[config.mk]
export PLATFORM = sky130hd
export DESIGN_NAME = monitor_bus_initiator_flat
export DESIGN_NICKNAME = d
export VERILOG_FILES = /design/src/rtl/monitor_bus_initiator_if.sv /design/src/rtl/monitor_bus_initiator.sv /design/src/flat_wrapper.sv
export SDC_FILE = /design/constraint.sdc
export NUM_CORES = 1
export LEC_CHECK = 0
export CAP_MARGIN = 40
export CORE_MARGIN = 1
export CORE_UTILIZATION = 35
export DETAILED_ROUTE_END_ITERATION = 6
export GPL_ROUTABILITY_DRIVEN = 0
export GPL_TIMING_DRIVEN = 1
export PLACE_DENSITY = 0.58
export REMOVE_ABC_BUFFERS = 1
export SYNTH_ARGS = -nofsm -noshare
export SYNTH_HDL_FRONTEND = slang
export SYNTH_SLANG_ARGS = --single-unit
[constraint.sdc]
create_clock -name clk -period 2.26 [get_ports clk]
set_clock_uncertainty 0.2 [all_clocks]
set_input_delay 0.226 -clock clk [delete_from_list [all_inputs] [get_ports clk]]
set_output_delay 0.226 -clock clk [all_outputs]
set_load 0.05 [all_outputs]
[src/rtl/monitor_bus_initiator_if.sv]
// Signal bundle between a burst command source, the read/write byte streams and the
// monitor bus, as seen by monitor_bus_initiator (master) and its environment (slave).
interface monitor_bus_initiator_if;
    logic        cmd_valid;
    logic        cmd_ready;
    logic        cmd_write;
    logic [15:0] cmd_addr;
    logic [7:0]  cmd_len;
    logic        wr_valid;
    logic        wr_ready;
    logic [7:0]  wr_data;
    logic        rd_valid;
    logic        rd_ready;
    logic [7:0]  rd_data;
    logic [15:0] bus_address;
    logic        bus_write;
    logic [7:0]  bus_wdata;
    logic        bus_req;
    logic [7:0]  bus_read_data;
    logic        busy;

    modport master (
        input  cmd_valid, cmd_write, cmd_addr, cmd_len, wr_valid, wr_data, rd_ready,
               bus_read_data,
        output cmd_ready, wr_ready, rd_valid, rd_data, bus_address, bus_write, bus_wdata,
               bus_req, busy
    );

    modport slave (
        output cmd_valid, cmd_write, cmd_addr, cmd_len, wr_valid, wr_data, rd_ready,
               bus_read_data,
        input  cmd_ready, wr_ready, rd_valid, rd_data, bus_address, bus_write, bus_wdata,
               bus_req, busy
    );
endinterface

[src/rtl/monitor_bus_initiator.sv]
// Burst initiator for a byte-wide monitor bus: turns read/write burst commands into
// single-cycle bus accesses, with a 2-entry read FIFO for read-data backpressure.
module monitor_bus_initiator #(
    parameter bit          AUTO_INC  = 1'b1,
    parameter logic [15:0] IDLE_ADDR = 16'h6000
) (
    input logic                     clk,
    input logic                     reset,
    monitor_bus_initiator_if.master mb
);

    typedef enum logic [1:0] {StIdle, StWrite, StRead, StDrain} state_e;

    state_e      state_q, state_d;
    logic [15:0] addr_q, addr_d, addr_next;
    logic [8:0]  count_q, count_d;
    logic        inflight_q, inflight_d;
    logic [7:0]  fifo_q [2];
    logic        head_q;
    logic [1:0]  occ_q;
    logic        push, pop, tail;

    assign addr_next = AUTO_INC ? addr_q + 16'd1 : addr_q;

    always_comb begin
        state_d        = state_q;
        addr_d         = addr_q;
        count_d        = count_q;
        inflight_d     = 1'b0;
        mb.cmd_ready   = 1'b0;
        mb.wr_ready    = 1'b0;
        mb.bus_address = IDLE_ADDR;
        mb.bus_write   = 1'b0;
        mb.bus_wdata   = 8'h00;
        mb.bus_req     = 1'b0;
        unique case (state_q)
            StIdle: begin
                mb.cmd_ready = 1'b1;
                if (mb.cmd_valid) begin
                    addr_d  = mb.cmd_addr;
                    count_d = {1'b0, mb.cmd_len} + 9'd1;
                    state_d = mb.cmd_write ? StWrite : StRead;
                end
            end
            StWrite: begin
                mb.wr_ready = 1'b1;
                if (mb.wr_valid) begin
                    mb.bus_address = addr_q;
                    mb.bus_write   = 1'b1;
                    mb.bus_wdata   = mb.wr_data;
                    mb.bus_req     = 1'b1;
                    addr_d         = addr_next;
                    count_d        = count_q - 9'd1;
                    if (count_q == 9'd1) state_d = StIdle;
                end
            end
            StRead: begin
                // Issue only if the reply is guaranteed a FIFO slot on capture.
                if ({1'b0, occ_q} + {2'b00, inflight_q} < 3'd2) begin
                    mb.bus_address = addr_q;
                    mb.bus_req     = 1'b1;
                    inflight_d     = 1'b1;
                    addr_d         = addr_next;
                    count_d        = count_q - 9'd1;
                    if (count_q == 9'd1) state_d = StDrain;
                end
            end
            StDrain: state_d = StIdle;
            default: state_d = StIdle;
        endcase
    end

    assign push       = inflight_q;
    assign pop        = mb.rd_valid & mb.rd_ready;
    assign tail       = head_q ^ occ_q[0];
    assign mb.rd_valid = (occ_q != 2'd0);
    assign mb.rd_data  = mb.rd_valid ? fifo_q[head_q] : 8'h00;
    assign mb.busy     = (state_q != StIdle);

    always_ff @(posedge clk or posedge reset) begin
        if (reset) begin
            state_q    <= StIdle;
            addr_q     <= 16'h0000;
            count_q    <= 9'd0;
            inflight_q <= 1'b0;
            fifo_q[0]  <= 8'h00;
            fifo_q[1]  <= 8'h00;
            head_q     <= 1'b0;
            occ_q      <= 2'd0;
        end else begin
            state_q    <= state_d;
            addr_q     <= addr_d;
            count_q    <= count_d;
            inflight_q <= inflight_d;
            if (push) fifo_q[tail] <= mb.bus_read_data;
            if (pop) head_q <= ~head_q;
            case ({push, pop})
                2'b10:   occ_q <= occ_q + 2'd1;
                2'b01:   occ_q <= occ_q - 2'd1;
                default: occ_q <= occ_q;
            endcase
        end
    end

endmodule

[src/flat_wrapper.sv]
// flat-port wrapper written by rule: the top's interface ports become plain ports
module monitor_bus_initiator_flat 
#(
    parameter bit          AUTO_INC  = 1'b1,
    parameter logic [15:0] IDLE_ADDR = 16'h6000
)
  (clk, reset, mb_cmd_valid, mb_cmd_write, mb_cmd_addr, mb_cmd_len, mb_wr_valid, mb_wr_data, mb_rd_ready, mb_bus_read_data, mb_cmd_ready, mb_wr_ready, mb_rd_valid, mb_rd_data, mb_bus_address, mb_bus_write, mb_bus_wdata, mb_bus_req, mb_busy);
  monitor_bus_initiator_if mb_i ();
  input logic clk;
  input logic reset;
  input wire logic [$bits(mb_i.cmd_valid)-1:0] mb_cmd_valid;
  input wire logic [$bits(mb_i.cmd_write)-1:0] mb_cmd_write;
  input wire logic [$bits(mb_i.cmd_addr)-1:0] mb_cmd_addr;
  input wire logic [$bits(mb_i.cmd_len)-1:0] mb_cmd_len;
  input wire logic [$bits(mb_i.wr_valid)-1:0] mb_wr_valid;
  input wire logic [$bits(mb_i.wr_data)-1:0] mb_wr_data;
  input wire logic [$bits(mb_i.rd_ready)-1:0] mb_rd_ready;
  input wire logic [$bits(mb_i.bus_read_data)-1:0] mb_bus_read_data;
  output wire logic [$bits(mb_i.cmd_ready)-1:0] mb_cmd_ready;
  output wire logic [$bits(mb_i.wr_ready)-1:0] mb_wr_ready;
  output wire logic [$bits(mb_i.rd_valid)-1:0] mb_rd_valid;
  output wire logic [$bits(mb_i.rd_data)-1:0] mb_rd_data;
  output wire logic [$bits(mb_i.bus_address)-1:0] mb_bus_address;
  output wire logic [$bits(mb_i.bus_write)-1:0] mb_bus_write;
  output wire logic [$bits(mb_i.bus_wdata)-1:0] mb_bus_wdata;
  output wire logic [$bits(mb_i.bus_req)-1:0] mb_bus_req;
  output wire logic [$bits(mb_i.busy)-1:0] mb_busy;
  assign mb_i.cmd_valid = mb_cmd_valid;
  assign mb_i.cmd_write = mb_cmd_write;
  assign mb_i.cmd_addr = mb_cmd_addr;
  assign mb_i.cmd_len = mb_cmd_len;
  assign mb_i.wr_valid = mb_wr_valid;
  assign mb_i.wr_data = mb_wr_data;
  assign mb_i.rd_ready = mb_rd_ready;
  assign mb_i.bus_read_data = mb_bus_read_data;
  assign mb_cmd_ready = mb_i.cmd_ready;
  assign mb_wr_ready = mb_i.wr_ready;
  assign mb_rd_valid = mb_i.rd_valid;
  assign mb_rd_data = mb_i.rd_data;
  assign mb_bus_address = mb_i.bus_address;
  assign mb_bus_write = mb_i.bus_write;
  assign mb_bus_wdata = mb_i.bus_wdata;
  assign mb_bus_req = mb_i.bus_req;
  assign mb_busy = mb_i.busy;
  monitor_bus_initiator #(.AUTO_INC(AUTO_INC), .IDLE_ADDR(IDLE_ADDR)) u_core (.clk(clk), .reset(reset), .mb(mb_i));
endmodule
==> summary.md, run 1 <==
| Metric | Value |
|---|---|
| Slowest CP cell | dfrtp_1 |
| Combinational share of power | 69.9% |
| Sw Ratio | 48.3% |
| Hold Crit Class | in2async |
| Largest net degree at the start of global routing | 39 |
| Fill cells | 693 |
| Switch Pwr | 3.79 mW |
| Fmax | 454 MHz |
| Clock share of power | 8.0% |
| CP Launch Type | flip-flop |
| Critical Path, Cell by Cell | buf_4 > ha_4 > inv_2 > nor2_4 > o21a_4 > buf_8 > and2_4 > buf_12 |
| Area leader, netlist | dfrtp_1 |
| Total power | 7.84 mW |
| Min cycle time layout | 2200 ps |
| Post-synth EDFFs | 0 |
| Reg2reg start | u_core.state_q[1] |
| P_int | 4.05 mW |
| Max stage delay on crit path | 400 ps |
| Num rows | 32 |
| Initial core utilization | 36.8% |
| Register area share after synthesis | 40.5% |
| Worst-path clk slew | 100 ps |
| Most frequent cells after synthesis | dfrtp_1 (47), a21oi_1 (29), nor2_1 (27), o21ai_0 (20), nand2_1 (17) |
| Relative slew margins | 64.4% |
| Count of pins over their slew limit | 0 |
| # diodes | 0 |
| Synth Cell Area | 2900 sq um |
| Total I/O pin count | 84 |
| Drt via density | 5.17 |
| Die Y | 93.1 um |
| Crit. End Element | output pin |
| Final Cycle Share | 97.5% |
| CTS root buf | clkbuf_8 |
| H-tree levels | 2 |
| Pwr per Cell Area | 1760 nW/um^2 |
| Area Overhead vs Synth | 53.1% |
| CTS Buffer Depth | 2 |
| R2r setup slk | 130 ps |
| Wire length per cell | 14.5 um |
| Unique masters post-synth | 43 |
| Reg power frac | 22.1% |
| Synth Flop Type | dfrtp_1 |
| Dpl hpwl | 5480 um |
| CTS Buf Count | 5 |
| First-pass iteration count of the detailed router | 4 |
| Status | complete, no violations |
| Ratio of cells with drive above 1 in the final layout | 27.6% |
| Post-synthesis async set-or-reset flop share | 100% |
| Pleak | 1.91 nW |
| Worst VDD drop | 806 uV |
| Vias in the first global route | 2568 |
| Drc violations | 0 |
| Die area | 8670 sq um |
| Setup-failing EPs final | 0 |
| Post-Syn Instances | 316 |
| PortBufs | 83 |
| Required time of the critical path | 1830 ps |
| Max Cap Viol | 0 |
| DR vias | 2663 |
| Antenna Nets Post-Route | 0 |
| Register-to-Register Path Depth | 8 |
| Post-placement cell area | 4160 sq um |
| Critical Path Source | u_core.state_q[1] |
| Syn Area/Cell | 9.19 sq um |
| Worst endpoint data arrival time | 1780 ps |
| Fin area | 4450 sq um |
| Antenna violations before repair | 0 |
| Unrepaired setup endpoints after global routing | true |
| Clock Sinks | 47 |
| Total track usage | 17.9% |
| Hold Vio Cnt, Final | 0 |
| Worst skew pair latency | 300 ps |
| Finished Core Util | 56.4% |
| CTS tree | done |
| Final TNS setup | 0 ps |
| Setup CP Type | reg2out |
| Worst setup path endpoint | mb_bus_address[4] |
| Drt first-iter violations | 93 |
| Worst hold slack | 34.7 ps |
| Core area | 7890 sq um |
| Post-synth top area share | 40.5% |
| Fin nets | 468 |
| First-pass GRT wire length | 12400 um |
| Drt total wl | 7480 um |
| Chip width | 93.1 um |
| Total grt overflow | 0 |
| Slew @ Worst Pin | 533 ps |
| #FFs+latches synth | 47 |
| Most common cell in the netlist | dfrtp_1 |
| Yosys Warn Count | 0 |
| Synth area leaders | dfrtp_1 (40%), mux2_2 (6.2%), a21oi_1 (5.0%) |
| Critical-path maximum fanout | 7 |
| Worst R2R End | u_core.count_q[2] |
-- metrics by stage --
stage	cells	setup WS [ps]
after global placement	502	74.1
after floorplan	301	-973
after global routing	515	-41.0
final	515	56.1
after CTS	514	-10.8
after detailed placement	502	62.4
-- logic make-up after synthesis --
| kind of cell | Yosys count | share of synthesized area (%) |
|---|---|---|
| fa+ha+maj | 10 | 4.31 |
| compound gates | 81 | 16.9 |
| buf+inv | 25 | 4.01 |
| simple gates | 112 | 19.9 |
| xor+xnor | 11 | 3.32 |
| flops | 47 | 40.5 |
| mux | 30 | 11.0 |
-- layout make-up --
cell class	count	area, sq um	share of cell area (%)
clock buffer	5	68.8	1.55
clock inverter	3	43.8	0.985
inverter	10	37.5	0.844
multi-input combinational	244	1720	38.7
sequential	47	1180	26.4
tap	102	128	2.87
timing repair buffer	104	1270	28.6
-- power by group through the flow --
stage          combinational (mW)  clock [mW]  sequential (mW)
2_1_floorplan                3.34           0             1.63
3_3_place_gp                 5.05           0             1.70
3_5_place_dp                 5.13           0             1.73
4_1_cts                      5.32       0.640             1.71
5_1_grt                      5.90       0.686             1.81
6_report                     5.48       0.625             1.73
-- placed cells by master, fill, tap and decap left out, types with 2 or more instances in the layout --
cell / Yosys / final
xor2_1: 5 / 5
ha_1: 10 / 7
nor3_1: 2 / 2
buf_12: 0 / 28
nand2b_1: 3 / 3
or3_1: 3 / 3
and2_1: 16 / 2
nand2_1: 17 / 17
and2_4: 0 / 14
a22o_1: 2 / 2
xnor2_1: 6 / 6
and3_1: 15 / 15
a21oi_1: 29 / 28
nor2_1: 27 / 26
buf_6: 2 / 5
clkbuf_8: 0 / 5
ha_4: 0 / 3
dfrtp_1: 47 / 47
o22ai_1: 12 / 12
o211ai_1: 2 / 2
a32oi_1: 2 / 2
mux2i_1: 14 / 14
inv_1: 10 / 6
o21ai_0: 20 / 20
nand3_1: 16 / 15
nor2b_1: 4 / 3
nand4_1: 4 / 4
a31oi_1: 3 / 3
o21ai_1: 3 / 3
inv_2: 0 / 4
buf_4: 1 / 25
clkdlybuf4s50_1: 0 / 45
mux2_2: 16 / 16
-- worst min-delay path by stage --
stage / startpoint / to / depth (start not counted)
after detailed placement: u_core.occ_q[1] / u_core.occ_q[1] / 1
after floorplan: mb_bus_read_data[2] / u_core.fifo_q[10] / 1
after global routing: reset / u_core.fifo_q[0] / 2
final: reset / u_core.fifo_q[15] / 2
after CTS: reset / u_core.fifo_q[1] / 2
after global placement: u_core.fifo_q[14] / u_core.fifo_q[14] / 1
-- worst max-delay path, delay by kind of cell, from the launching register on --
kind | cells | cell delay, ps
buffers and inverters | 4 | 490
flip-flops | 1 | 400
AND/OR/NAND/NOR | 2 | 190
adder cells (fa/ha/maj) | 1 | 160
AO/OA/AOI/OAI | 1 | 220
-- timing repair --
action                     in CTS  in global routing
gates cloned                    1                  0
hold buffers                    0                  0
buffers inserted                3                  1
setup endpoints to repair      17                 19
gates resized for setup        18                 22
pin swaps                       2                  4
-- metal layers --
metal	wire (um)	up-vias	GRT usage, %	part of all wire [%]
met2	3640	65	30.6	49
met3	334	2	3.41	4.5
met5	0	-	0	0
met1	3480	1265	23.9	47
li1	-	1331	-	-
met4	19	0	2.69	0.25
-- state kept, by name, indices dropped and copies added (netlist names) --
signal             cells
u_core.addr_q         16
u_core.count_q         9
u_core.fifo_q         16
u_core.head_q          1
u_core.inflight_q      1
u_core.occ_q           2
u_core.state_q         2
No activity file was read; power rests on OpenSTA's default activity.
==> inputs of run 2 (changes only) <==
--- a/config.mk
+++ b/config.mk
@@ -5,7 +5,7 @@
 export SDC_FILE = /design/constraint.sdc
 export NUM_CORES = 1
 export LEC_CHECK = 0
-export CAP_MARGIN = 40
+export CAP_MARGIN = 20
 export CORE_MARGIN = 1
 export CORE_UTILIZATION = 35
 export DETAILED_ROUTE_END_ITERATION = 6
@@ -13,6 +13,7 @@
 export GPL_TIMING_DRIVEN = 1
 export PLACE_DENSITY = 0.58
 export REMOVE_ABC_BUFFERS = 1
+export SLEW_MARGIN = 15
 export SYNTH_ARGS = -nofsm -noshare
 export SYNTH_HDL_FRONTEND = slang
 export SYNTH_SLANG_ARGS = --single-unit
==> results of run 2 <==
Same layout as run 1: the final DEF is identical, and so are final timing and power.
